**src/rtl/mem_port_arbiter_pkg.sv**
```systemverilog
// mem_port_arbiter_pkg
//   Shared definitions for the unified memory port arbiter.
//   - owner_e     : owner tag carried down the response delay line
//                   (OWN_NONE=0, OWN_IF=1, OWN_D=2)
//   - CNT_W       : width of the starvation counter (covers limits up to 15)
//   - word_addr() : byte address -> word-aligned address (low 2 bits cleared)
package mem_port_arbiter_pkg;

  typedef enum logic [1:0] {
    OWN_NONE = 2'd0,
    OWN_IF   = 2'd1,
    OWN_D    = 2'd2
  } owner_e;

  localparam int CNT_W = 4;

  function automatic logic [31:0] word_addr(input logic [31:0] a);
    return a & 32'hFFFF_FFFC;
  endfunction

endpackage

```
**src/rtl/mem_port_arb_tagpipe.sv**
```systemverilog
// mem_port_arb_tagpipe
//   DEPTH-stage shift register of owner tags. A tag pushed in the cycle a
//   request is issued appears on o_tail exactly DEPTH cycles later, lining
//   up with the memory read data.
// Ports
//   clk    in  clock
//   rst    in  synchronous reset, active-high; clears every stage to OWN_NONE
//   i_push in  tag entering the line this cycle
//   o_tail out tag leaving the line (registered)
module mem_port_arb_tagpipe
  import mem_port_arbiter_pkg::*;
#(
  parameter int DEPTH = 1
) (
  input  logic   clk,
  input  logic   rst,
  input  owner_e i_push,
  output owner_e o_tail
);

  genvar gi;
  generate
    for (gi = 0; gi < DEPTH; gi++) begin : g_stage
      owner_e r_tag;
      if (gi == 0) begin : g_head
        always_ff @(posedge clk) begin
          if (rst) r_tag <= OWN_NONE;
          else     r_tag <= i_push;
        end
      end else begin : g_shift
        always_ff @(posedge clk) begin
          if (rst) r_tag <= OWN_NONE;
          else     r_tag <= g_stage[gi-1].r_tag;
        end
      end
    end
  endgenerate

  assign o_tail = g_stage[DEPTH-1].r_tag;

endmodule

```
**src/rtl/mem_port_arbiter.sv**
```systemverilog
// mem_port_arbiter
//   Shares one synchronous memory port between instruction fetch (IF) and
//   data access (D). At most one request is granted and issued per cycle;
//   read data is routed back to its owner MEM_LATENCY cycles later.
//   Default arbitration: D wins, but after STARVE_LIMIT consecutive D grants
//   with IF waiting, IF is forced through for one grant.
//   Build option MEM_PORT_ARB_RR_EN: strict round-robin on conflict
//   (last-owner flop, reset to D) replaces priority + starvation counter.
// Ports
//   clk, rst                      clock / synchronous active-high reset
//   if_req, if_addr               fetch request and byte address
//   if_gnt                        fetch accepted (combinational)
//   if_rvalid, if_rdata           fetch response
//   d_req, d_addr, d_we, d_wdata  data request (d_we==0 is a read)
//   d_gnt                         data accepted (combinational)
//   d_rvalid, d_rdata             data read response (never for writes)
//   mem_en, mem_addr, mem_we, mem_d  memory command (word address)
//   mem_q                         memory read data, MEM_LATENCY after mem_en
module mem_port_arbiter
  import mem_port_arbiter_pkg::*;
#(
  parameter int MEM_LATENCY  = 1,
  parameter int STARVE_LIMIT = 4
) (
  input  logic        clk,
  input  logic        rst,
  input  logic        if_req,
  input  logic [31:0] if_addr,
  output logic        if_gnt,
  output logic        if_rvalid,
  output logic [31:0] if_rdata,
  input  logic        d_req,
  input  logic [31:0] d_addr,
  input  logic [3:0]  d_we,
  input  logic [31:0] d_wdata,
  output logic        d_gnt,
  output logic        d_rvalid,
  output logic [31:0] d_rdata,
  output logic        mem_en,
  output logic [31:0] mem_addr,
  output logic [3:0]  mem_we,
  output logic [31:0] mem_d,
  input  logic [31:0] mem_q
);

  logic   w_if_pick;
  logic   w_d_pick;
  logic   w_if_gnt;
  logic   w_d_gnt;
  owner_e w_push;
  owner_e w_tail;

`ifdef MEM_PORT_ARB_RR_EN
  owner_e r_last_owner;
  logic   w_conflict;

  // On conflict the side that did not win last time gets the port.
  assign w_conflict = if_req & d_req;
  assign w_if_pick  = w_conflict ? (r_last_owner == OWN_D) : if_req;
  assign w_d_pick   = w_conflict ? (r_last_owner != OWN_D) : d_req;

  always_ff @(posedge clk) begin
    if (rst)           r_last_owner <= OWN_D;
    else if (w_if_gnt) r_last_owner <= OWN_IF;
    else if (w_d_gnt)  r_last_owner <= OWN_D;
  end
`else
  localparam logic [CNT_W-1:0] LIMIT = CNT_W'(STARVE_LIMIT);

  logic [CNT_W-1:0] r_starve_cnt;
  logic             w_force_if;

  // D normally wins (older instruction first); a saturated counter hands
  // one grant to a waiting fetch so IF cannot starve forever.
  assign w_force_if = if_req & (r_starve_cnt == LIMIT);
  assign w_d_pick   = d_req & ~w_force_if;
  assign w_if_pick  = if_req & ~w_d_pick;

  always_ff @(posedge clk) begin
    if (rst)                        r_starve_cnt <= '0;
    else if (!if_req || w_if_gnt)   r_starve_cnt <= '0;
    else if (w_d_gnt && r_starve_cnt != LIMIT)
                                    r_starve_cnt <= r_starve_cnt + 1'b1;
  end
`endif

  // Grants stay combinational but are held off for the whole reset cycle.
  assign w_if_gnt = ~rst & w_if_pick;
  assign w_d_gnt  = ~rst & w_d_pick;
  assign if_gnt   = w_if_gnt;
  assign d_gnt    = w_d_gnt;

  // Memory command mux; everything is zero when idle.
  always_comb begin
    mem_en   = w_if_gnt | w_d_gnt;
    mem_addr = '0;
    mem_we   = '0;
    mem_d    = '0;
    if (w_d_gnt) begin
      mem_addr = word_addr(d_addr);
      mem_we   = d_we;
      mem_d    = (d_we != 4'b0000) ? d_wdata : '0;
    end else if (w_if_gnt) begin
      mem_addr = word_addr(if_addr);
    end
  end

  // Writes produce no response, so they push an empty tag.
  always_comb begin
    w_push = OWN_NONE;
    if (w_if_gnt)                        w_push = OWN_IF;
    else if (w_d_gnt && d_we == 4'b0000) w_push = OWN_D;
  end

  mem_port_arb_tagpipe #(
    .DEPTH (MEM_LATENCY)
  ) u_tagpipe (
    .clk    (clk),
    .rst    (rst),
    .i_push (w_push),
    .o_tail (w_tail)
  );

  assign if_rvalid = (w_tail == OWN_IF);
  assign d_rvalid  = (w_tail == OWN_D);
  assign if_rdata  = if_rvalid ? mem_q : '0;
  assign d_rdata   = d_rvalid  ? mem_q : '0;

endmodule
```
**config.mk**
```make
export PLATFORM = sky130hd
export DESIGN_NAME = mem_port_arbiter
export DESIGN_NICKNAME = d
export VERILOG_FILES = /design/src/rtl/mem_port_arbiter_pkg.sv /design/src/rtl/mem_port_arb_tagpipe.sv /design/src/rtl/mem_port_arbiter.sv
export SDC_FILE = /design/constraint.sdc
export NUM_CORES = 1
export LEC_CHECK = 0
export CAP_MARGIN = 5
export CORE_AREA = 2 2 107 109
export DETAILED_ROUTE_END_ITERATION = 16
export DIE_AREA = 0 0 109 111
export GPL_ROUTABILITY_DRIVEN = 0
export SLEW_MARGIN = 15
export SYNTH_ARGS = -nofsm -noshare
export SYNTH_HDL_FRONTEND = slang
export SYNTH_HIERARCHICAL = 1
export SYNTH_SLANG_ARGS = --single-unit
```
**constraint.sdc**
```tcl
create_clock -name clk -period 3.9 [get_ports clk]
set_input_delay 0.585 -clock clk [delete_from_list [all_inputs] [get_ports clk]]
set_output_delay 0.585 -clock clk [all_outputs]
set_load 0.03 [all_outputs]
```
### Word level (Yosys, flattened, before mapping)

Cells that the tools add are included.

* register bits: 6
* bits in latches: 0
* memory bits (writable): 0
* bits in read-only memories: 0
* input port bits: 136
* output and inout bits: 137
* word-level logic and storage cells: 34
* memories kept: 0

* $add $sub $neg: 1
* multipliers: 0
* divide/modulo/power cells: 0
* magnitude comparators: 0
* eq/ne operators: 4
* shifts and indexed selects: 0
* multiplexer cells: 9
* bitwise gates (word level): 9
* reductions and logical operators: 8

Operator list (count)
* $mux 32: 6
* $and 1x1->1: 5
* $add 4x1->4 const B: 1
* $eq 4x3->1 const B: 1
* $logic_not 4->1: 1
* $mux 4: 1
* $ne 4x3->1 const B: 1
* $reduce_bool 4->1: 1
* $reduce_or 2->1: 2
* $not 1->1: 3
* $eq 2x1->1 const B: 1
* $eq 2x2->1 const B: 1
* $logic_and 1x1->1: 2
* $mux 2: 1
* $logic_not 1->1: 1
* $logic_or 1x1->1: 1
* $mux 1: 1
* $or 1x1->1: 1

### Logic depth before layout (Yosys ltp)

Gate-level depths: netlist of run 1.

* depth in word-level cells: 9
* gate-level depth with buffers: 6
* depth with buffers taken out: 5

### Hierarchy

The synthesis of run 1 kept the hierarchy.

Modules (own cells, without submodules)
* mem_port_arbiter: instances 1, cells an instance 178, area each 1278.7 µm², seq. area each 80.1 µm²
* mem_port_arb_tagpipe: instances 1, cells an instance 4, area each 52.6 µm², seq. area each 40.0 µm²

### Worst setup path before layout of run 1

No wires, ideal clock.

* path kind: input -> output
* from: input port rst
* to: output port mem_we[0]
* arrival: 1.583 ns
* data required time: 3.315 ns
* slack: 1.732 ns
* cell stages on the path: 4
* path buffers: 1
* cell sequence: nand2b_1 -> a31oi_1 -> buf_2 -> and2_1

* word-level cells in the longest chain between the ends: 3

RTL lines
* start, declared: line mem_port_arbiter.sv:26 `input logic rst,`
* $not 1->1: line mem_port_arbiter.sv:89 `assign w_d_gnt = ~rst & w_d_pick;`
* $and 1x1->1: line mem_port_arbiter.sv:89
* via d_gnt: line mem_port_arbiter.sv:36 `output logic d_gnt,`
* $mux 4: line mem_port_arbiter.sv:99 `if (w_d_gnt) begin`
* end, declared: line mem_port_arbiter.sv:41 `output logic [3:0] mem_we,`

The timed path passes the listed nets, and every way through them passes these cells.

### Worst setup path after layout of run 1

* from: input port if_req
* to: output port mem_addr[29]

* word-level cells in the longest chain between the ends: 8
* elaborated cells between the ends (all ways): 9
* those cells by class: 2 x mux; 7 x bitwise

RTL lines
* start, declared: line mem_port_arbiter.sv:27 `input logic if_req,`
* $and 1x1->1: line mem_port_arbiter.sv:75 `assign w_force_if = if_req & (r_starve_cnt == LIMIT);`
* $not 1->1: line mem_port_arbiter.sv:76 `assign w_d_pick = d_req & ~w_force_if;`
* $and 1x1->1: line mem_port_arbiter.sv:76
* $not 1->1: line mem_port_arbiter.sv:77 `assign w_if_pick = if_req & ~w_d_pick;`
* $and 1x1->1: line mem_port_arbiter.sv:77
* $and 1x1->1: line mem_port_arbiter.sv:88 `assign w_if_gnt = ~rst & w_if_pick;`
* $mux 32: line mem_port_arbiter.sv:103 `end else if (w_if_gnt) begin`
* $mux 32 *: line mem_port_arbiter.sv:99
* end, declared: line mem_port_arbiter.sv:40 `output logic [31:0] mem_addr,`

Every way passes the cells marked *; elsewhere a longest branch is shown, timed or not.

==> results of run 1 <==
-- state kept, by name, indices dropped and copies added (netlist names) --
signal / cells
r_starve_cnt: 4
u_tagpipe/o_tail: 2
-- how the worst min path moves through the flow --
stage / end / slack, ns / depth (start not counted) / start
after global routing: r_starve_cnt[0]$_SDFFE_PP0P_ / 0.59 / 2 / r_starve_cnt[0]$_SDFFE_PP0P_
after CTS: r_starve_cnt[0]$_SDFFE_PP0P_ / 0.56 / 2 / r_starve_cnt[0]$_SDFFE_PP0P_
final: r_starve_cnt[0]$_SDFFE_PP0P_ / 0.55 / 2 / r_starve_cnt[0]$_SDFFE_PP0P_
after floorplan: r_starve_cnt[0]$_SDFFE_PP0P_ / 0.52 / 2 / r_starve_cnt[0]$_SDFFE_PP0P_
after detailed placement: r_starve_cnt[0]$_SDFFE_PP0P_ / 0.55 / 2 / r_starve_cnt[0]$_SDFFE_PP0P_
after global placement: r_starve_cnt[0]$_SDFFE_PP0P_ / 0.53 / 2 / r_starve_cnt[0]$_SDFFE_PP0P_
-- cell families (layout without fill, tap and decap cells) --
| group | Yosys count | count (layout) | synth area share [%] |
|---|---|---|---|
| buf+inv | 20 | 276 | 8.55 |
| xor+xnor | 1 | 1 | 0.658 |
| mux | 1 | 1 | 0.846 |
| compound gates | 33 | 33 | 22.8 |
| flops | 6 | 6 | 9.02 |
| fa+ha+maj | 2 | 2 | 1.88 |
| simple gates | 118 | 118 | 55.9 |
| other cells | 1 | 2 | 0.282 |
-- cell type report --
type / count / area [sq um]
fill: 1182 / 6870
timing repair buffer: 271 / 2710
multi-input combinational: 157 / 1120
tap: 143 / 179
sequential: 6 / 120
clock buffer: 3 / 75.1
inverter: 2 / 7.51
-- synth_stat cells --
master	count	area share [%]
and2_1	101	47
xor2_1	1	0.66
nor4_2	1	0.94
a311oi_4	1	2.0
nor2b_4	1	1.0
a31oi_1	1	0.47
buf_4	2	1.1
and3_1	4	1.9
buf_6	3	2.5
conb_1	1	0.28
clkbuf_1	6	1.7
nor2_1	3	0.85
ha_1	2	1.9
nor2b_1	4	1.9
inv_1	2	0.56
nand2b_1	2	0.94
buf_2	7	2.6
nand3b_1	1	0.56
mux2_2	1	0.85
a21oi_2	1	0.66
dfxtp_1	6	9.0
nand3_1	1	0.38
a22o_1	30	20
-- per-stage QoR --
| stage | hold WS, ns | utilization, % |
|---|---|---|
| 2_1_floorplan | 0.515 | - |
| 3_3_place_gp | 0.534 | 37.3 |
| 3_5_place_dp | 0.546 | 37.3 |
| 4_1_cts | 0.557 | 38.0 |
| 5_1_grt | 0.592 | 38.0 |
| 6_report | 0.553 | 38.0 |
-- critical path, cell delays in order --
cell	delay [ns]
clkdlybuf4s50_1	0.68
nand2b_1	0.11
a21oi_2	0.12
buf_4	0.32
a22o_1	0.20
clkdlybuf4s50_1	0.68
-- power groups by stage --
| stage | registers, uW | clock network, uW | logic (uW) |
|---|---|---|---|
| final | 63.2 | 162 | 370 |
| after global routing | 63.3 | 170 | 391 |
| after CTS | 63.2 | 167 | 375 |
| after detailed placement | 64.1 | 0 | 373 |
| after global placement | 64.0 | 0 | 370 |
| after floorplan | 64.0 | 0 | 148 |
-- per-layer routing --
metal | up-vias | track usage [%] | share of wire [%]
met3 | 6 | 4.47 | 11
met2 | 126 | 23.1 | 54
met4 | 0 | 1.54 | 0.68
met1 | 978 | 10.8 | 34
li1 | 1121 | - | -
met5 | - | 0 | 0
==> impl_metrics.py, run 1 <==
metrics = {
    "run_status": {
        "run_status": "complete, no violations",
    },
    "placement": {
        "pre_cts_ws_ns": 0.548,
        "port_buffers": 266,
        "dpl.hpwl_microns": 6530,
        "placed_cells_incl_taps": 579,
        "place_area_sq_um": 4140,
    },
    "timing": {
        "rsz0062_at_grt": "false",
        "timing.final.crit_share_pct": 84.6,
        "hold_violation_count_in_the_final_report": 0,
        "fmaxAchievable_mhz": 303,
        "drv_slew": 0,
        "finalWorstSetupSlack_ns": 0.600,
        "tns_ns": 0,
        "setup_viol": 0,
        "fin_worst_skew_ns": 0.00107,
        "timing.final.crit_period_ns": 3.30,
    },
    "routing": {
        "detail_route.drc_violations": 0,
        "drtAntennaViolNets": 0,
        "vias": 2231,
        "detail_route.wirelength_microns": 7480,
        "dr.first_iter.drc_count": 56,
        "route.detailed.wl_per_inst_microns": 12.9,
        "via_per_inst": 3.83,
        "detailedRoute.firstPassIterationCount": 2,
    },
    "clocking": {
        "clkSinkCount": 6,
        "clkTransAtPathRegs_ns": 0.03,
        "tritoncts": "built",
        "cts.hold.buffers_added": 0,
        "cts_buffer_count": 3,
        "ctsRootBufferMaster": "clkbuf_16",
        "cts_buffer_depth": 2,
        "clock_insertion_delay_worst_skew_ns": 0.22,
        "cts_repair_resize_count": 0,
        "cts_htree_levels": 1,
        "cts.repair_timing.setup_buffer_count": 0,
    },
    "cells_and_area": {
        "layout.cells.most_common_list": "clkdlybuf4s50_1 (266), and2_1 (101), a22o_1 (30)",
        "finish.cell_count_without_fillers": 582,
        "finalNetCount": 579,
        "finalInstanceArea_sq_um": 4210,
        "post_route_cells_drive_above_1_share_pct": 3.19,
        "final_common_cell": "clkdlybuf4s50_1",
        "synthToLayoutAreaGrowth_pct": 216,
        "diodes": 0,
    },
    "yosys": {
        "synth-seq-cells": 6,
        "synthesis.yosys.warnings": 6,
        "post_synth_num_cell_types": 23,
        "syn-instance-count": 182,
        "yosysSeqAreaShare_pct": 9.02,
        "synthesis.area_sq_um": 1330,
        "synthesis.area_per_instance_sq_um": 7.31,
    },
    "grt": {
        "antenna_violations_before_repair": 0,
        "grt_remaining_overflow": 0,
        "grt_pass1_wl_microns": 11000,
        "grtUsageTotal_pct": 11.5,
        "grt_pass1_vias": 2241,
        "grt_start_max_net_pins": 35,
    },
    "pwr": {
        "p_sw_uw": 189,
        "worst_voltage_drop_across_the_vdd_grid_mv": 0.104,
        "share_seq_of_total_power_pct": 10.6,
        "sw_frac_of_total_pct": 31.7,
        "clockPowerShare_pct": 27.3,
        "internal_power_uw": 407,
        "power.density_cell_area_nw_per_um2": 142,
        "combPwrFrac_pct": 62.1,
        "total_power_uw": 596,
        "total_leakage_power_uw": 0.00160,
    },
    "worst_setup_path": {
        "crit_path_capture": "mem_addr[29]",
        "worstSetupStartpoint": "if_req",
        "critical_path.startpoint_type": "input pin",
        "timing.setup.critical_path_class": "input pin to output port",
        "r2r_start": "r_starve_cnt[0]$_SDFFE_PP0P_",
        "cp-end-kind": "output port",
        "critPathRequiredTime_ns": 3.31,
        "reg2reg_setup_slack_ns": 2.46,
        "worstReg2RegEnd": "r_starve_cnt[0]$_SDFFE_PP0P_",
        "crit_fanout": 31,
        "ff2ff_path_depth": 5,
        "arrival_ns": 2.71,
    },
    "die": {
        "floorplan.die_area_sq_um": 12100,
        "floorplan.io_pins": 273,
        "fp.coreArea_sq_um": 11100,
        "die_x_microns": 109,
        "placement_rows": 39,
        "start_util_pct": 12.0,
        "die_h_microns": 111,
    },
    "worst_hold_path": {
        "min-delay-path-class": "flip-flop to flip-flop",
    },
    "run": {
        "max_cap_violations": 0,
    },
}
Note: power is estimated with default switching activity, not from simulation.
==> run 2, diff against run 1 <==
--- a/config.mk
+++ b/config.mk
@@ -6,9 +6,9 @@
 export NUM_CORES = 1
 export LEC_CHECK = 0
 export CAP_MARGIN = 5
-export CORE_AREA = 2 2 107 109
+export CORE_AREA = 2 2 106 108
 export DETAILED_ROUTE_END_ITERATION = 16
-export DIE_AREA = 0 0 109 111
+export DIE_AREA = 0 0 108 110
 export GPL_ROUTABILITY_DRIVEN = 0
 export SLEW_MARGIN = 15
 export SYNTH_ARGS = -nofsm -noshare
==> constraint.sdc (replaced) <==
create_clock -name clk -period 2.8 [get_ports clk]
set_input_delay 0.42 -clock clk [delete_from_list [all_inputs] [get_ports clk]]
set_output_delay 0.42 -clock clk [all_outputs]
set_load 0.03 [all_outputs]
==> run 2 against run 1 <==
Routed wire length fell by 2.9%. Global-route usage is 0.91 points lower. Clock power decreased by 22%. Register-to-register slack got worse by 1.1 ns. Combinational power is 34% higher. Total power rose by 19%. Critical path depth stayed put. Flip-flop and latch count unchanged. Die area shrank 1.8%. Critical endpoint is now mem_addr[20]. Highest routed layer unchanged.
==> impl_metrics.py, run 2 (synthesized netlist as in run 1, its figures left out) <==
metrics = {
    "timing": {
        "timing.final.crit_share_pct": 87.3,
        "timing.final.crit_period_ns": 2.44,
        "setup_viol": 0,
        "tns_ns": 0,
        "fmaxAchievable_mhz": 409,
        "hold_violation_count_in_the_final_report": 0,
        "drv_slew": 0,
        "rsz0062_at_grt": "false",
        "fin_worst_skew_ns": 0.000710,
    },
    "clocking": {
        "cts_buffer_depth": 2,
        "cts.hold.buffers_added": 0,
        "cts_htree_levels": 1,
        "tritoncts": "built",
        "clock_insertion_delay_worst_skew_ns": 0.22,
        "clkSinkCount": 6,
        "clkTransAtPathRegs_ns": 0.03,
        "ctsRootBufferMaster": "clkbuf_8",
        "cts_repair_resize_count": 0,
        "cts.repair_timing.setup_buffer_count": 0,
        "cts_buffer_count": 3,
    },
    "routing": {
        "drtAntennaViolNets": 0,
        "vias": 2234,
        "dr.first_iter.drc_count": 56,
        "detail_route.drc_violations": 0,
        "route.detailed.wl_per_inst_microns": 12.5,
        "via_per_inst": 3.86,
        "detail_route.wirelength_microns": 7260,
        "detailedRoute.firstPassIterationCount": 2,
    },
    "grt": {
        "grt_pass1_wl_microns": 9930,
        "antenna_violations_before_repair": 0,
        "grt_pass1_vias": 2103,
        "grt_remaining_overflow": 0,
        "grtUsageTotal_pct": 10.6,
        "grt_start_max_net_pins": 35,
    },
    "placement": {
        "dpl.hpwl_microns": 6420,
        "port_buffers": 266,
        "place_area_sq_um": 3890,
        "placed_cells_incl_taps": 576,
    },
    "worst_setup_path": {
        "timing.critical_path.cells": "clkdlybuf4s50_1 -> nand2b_1 -> a31oi_4 -> buf_12 -> a22o_1 -> buf_4",
        "crit_fanout": 34,
        "critical_path.startpoint_type": "input pin",
        "critical-path-max-stage-delay_ns": 0.49,
        "cp-end-kind": "output port",
        "critical-path-slowest-cell": "clkdlybuf4s50_1",
        "timing.setup.critical_path_class": "input pin to output port",
        "cpLargestDelayFamily": "buffers and inverters",
        "count_of_buffer_and_inverter_cells_on_the_critical_path": 3,
        "arrival_ns": 2.02,
        "critPathRequiredTime_ns": 2.38,
        "reg2reg_setup_slack_ns": 1.36,
    },
    "cells_and_area": {
        "fill_cells": 1098,
        "final_core_util_pct": 36.8,
        "layout.cells.most_common_list": "clkdlybuf4s50_1 (166), buf_4 (103), and2_1 (101)",
        "final_common_cell": "clkdlybuf4s50_1",
        "diodes": 0,
        "finalNetCount": 579,
        "ff_latch_area_sq_um": 120,
        "synthToLayoutAreaGrowth_pct": 196,
        "largest-register": "r_starve_cnt",
        "largest_reg_flops": 4,
        "post_route_cells_drive_above_1_share_pct": 26.0,
        "finish.cell_count_without_fillers": 579,
        "multiInputGateArea_sq_um": 1120,
        "finalInstanceArea_sq_um": 3940,
    },
    "die": {
        "start_util_pct": 12.4,
        "floorplan.die_area_sq_um": 11900,
        "placement_rows": 38,
        "die_x_microns": 108,
        "fp.coreArea_sq_um": 10700,
        "die_h_microns": 110,
        "floorplan.io_pins": 273,
    },
    "run_status": {
        "run_status": "complete, no violations",
    },
    "pwr": {
        "power.density_cell_area_nw_per_um2": 181,
        "worst_voltage_drop_across_the_vdd_grid_mv": 0.147,
        "total_power_uw": 712,
        "total_leakage_power_uw": 0.00177,
    },
    "worst_hold_path": {
        "min-delay-path-class": "flip-flop to flip-flop",
    },
    "run": {
        "max_cap_violations": 0,
    },
}
-- run 2: changes by cell type in the layout (fill, tap and decap cells not counted) --
cell and change:
buf_4 +99, clkdlybuf4s50_1 -100, buf_12 +1, clkbuf_16 -3, clkbuf_8 +3
-- run 2: path summary, 6_finish.rpt --
| check | cells after the start | from | endpoint |
|---|---|---|---|
| setup / recovery | 6 | rst | mem_addr[20] |
| hold / removal | 2 | r_starve_cnt[0]$_SDFFE_PP0P_ | r_starve_cnt[0]$_SDFFE_PP0P_ |
| setup reg to reg | 5 | r_starve_cnt[0]$_SDFFE_PP0P_ | r_starve_cnt[1]$_SDFFE_PP0P_ |
| hold reg to reg | 2 | r_starve_cnt[0]$_SDFFE_PP0P_ | r_starve_cnt[0]$_SDFFE_PP0P_ |
-- run 2: routing by layer --
layer / vias up / GRT usage [%] / part of all wire, %
li1: 1118 / - / -
met1: 969 / 9.48 / 32
met2: 145 / 21.0 / 53
met3: 2 / 5.41 / 14
met4: 0 / 2.20 / 0.66
met5: - / 0 / 0
-- run 2: where the power goes --
part	total (uW)	internal [uW]	switching (uW)
logic	497	278	219
clock network	127	92.1	34.8
registers	88.0	87.3	0.729
-- run 2: final cells by class --
cell class	count	area share, %
clock buffer	3	1.05
tap	140	4.45
inverter	2	0.191
multi-input combinational	157	28.4
timing repair buffer	271	62.9
sequential	6	3.05
-- run 2: through the flow --
stage,setup WS [ns],hold slack [ns]
after floorplan,0.862,0.492
after global placement,0.342,0.532
after detailed placement,0.318,0.543
after CTS,0.316,0.551
after global routing,0.212,0.575
final,0.355,0.546
-- run 2: tightest hold or removal path, delay by kind of cell, from the launching register on --
kind / cells / cell delay (ns)
flops: 1 / 0.32
buf+inv: 1 / 0.07
simple gates: 1 / 0.13
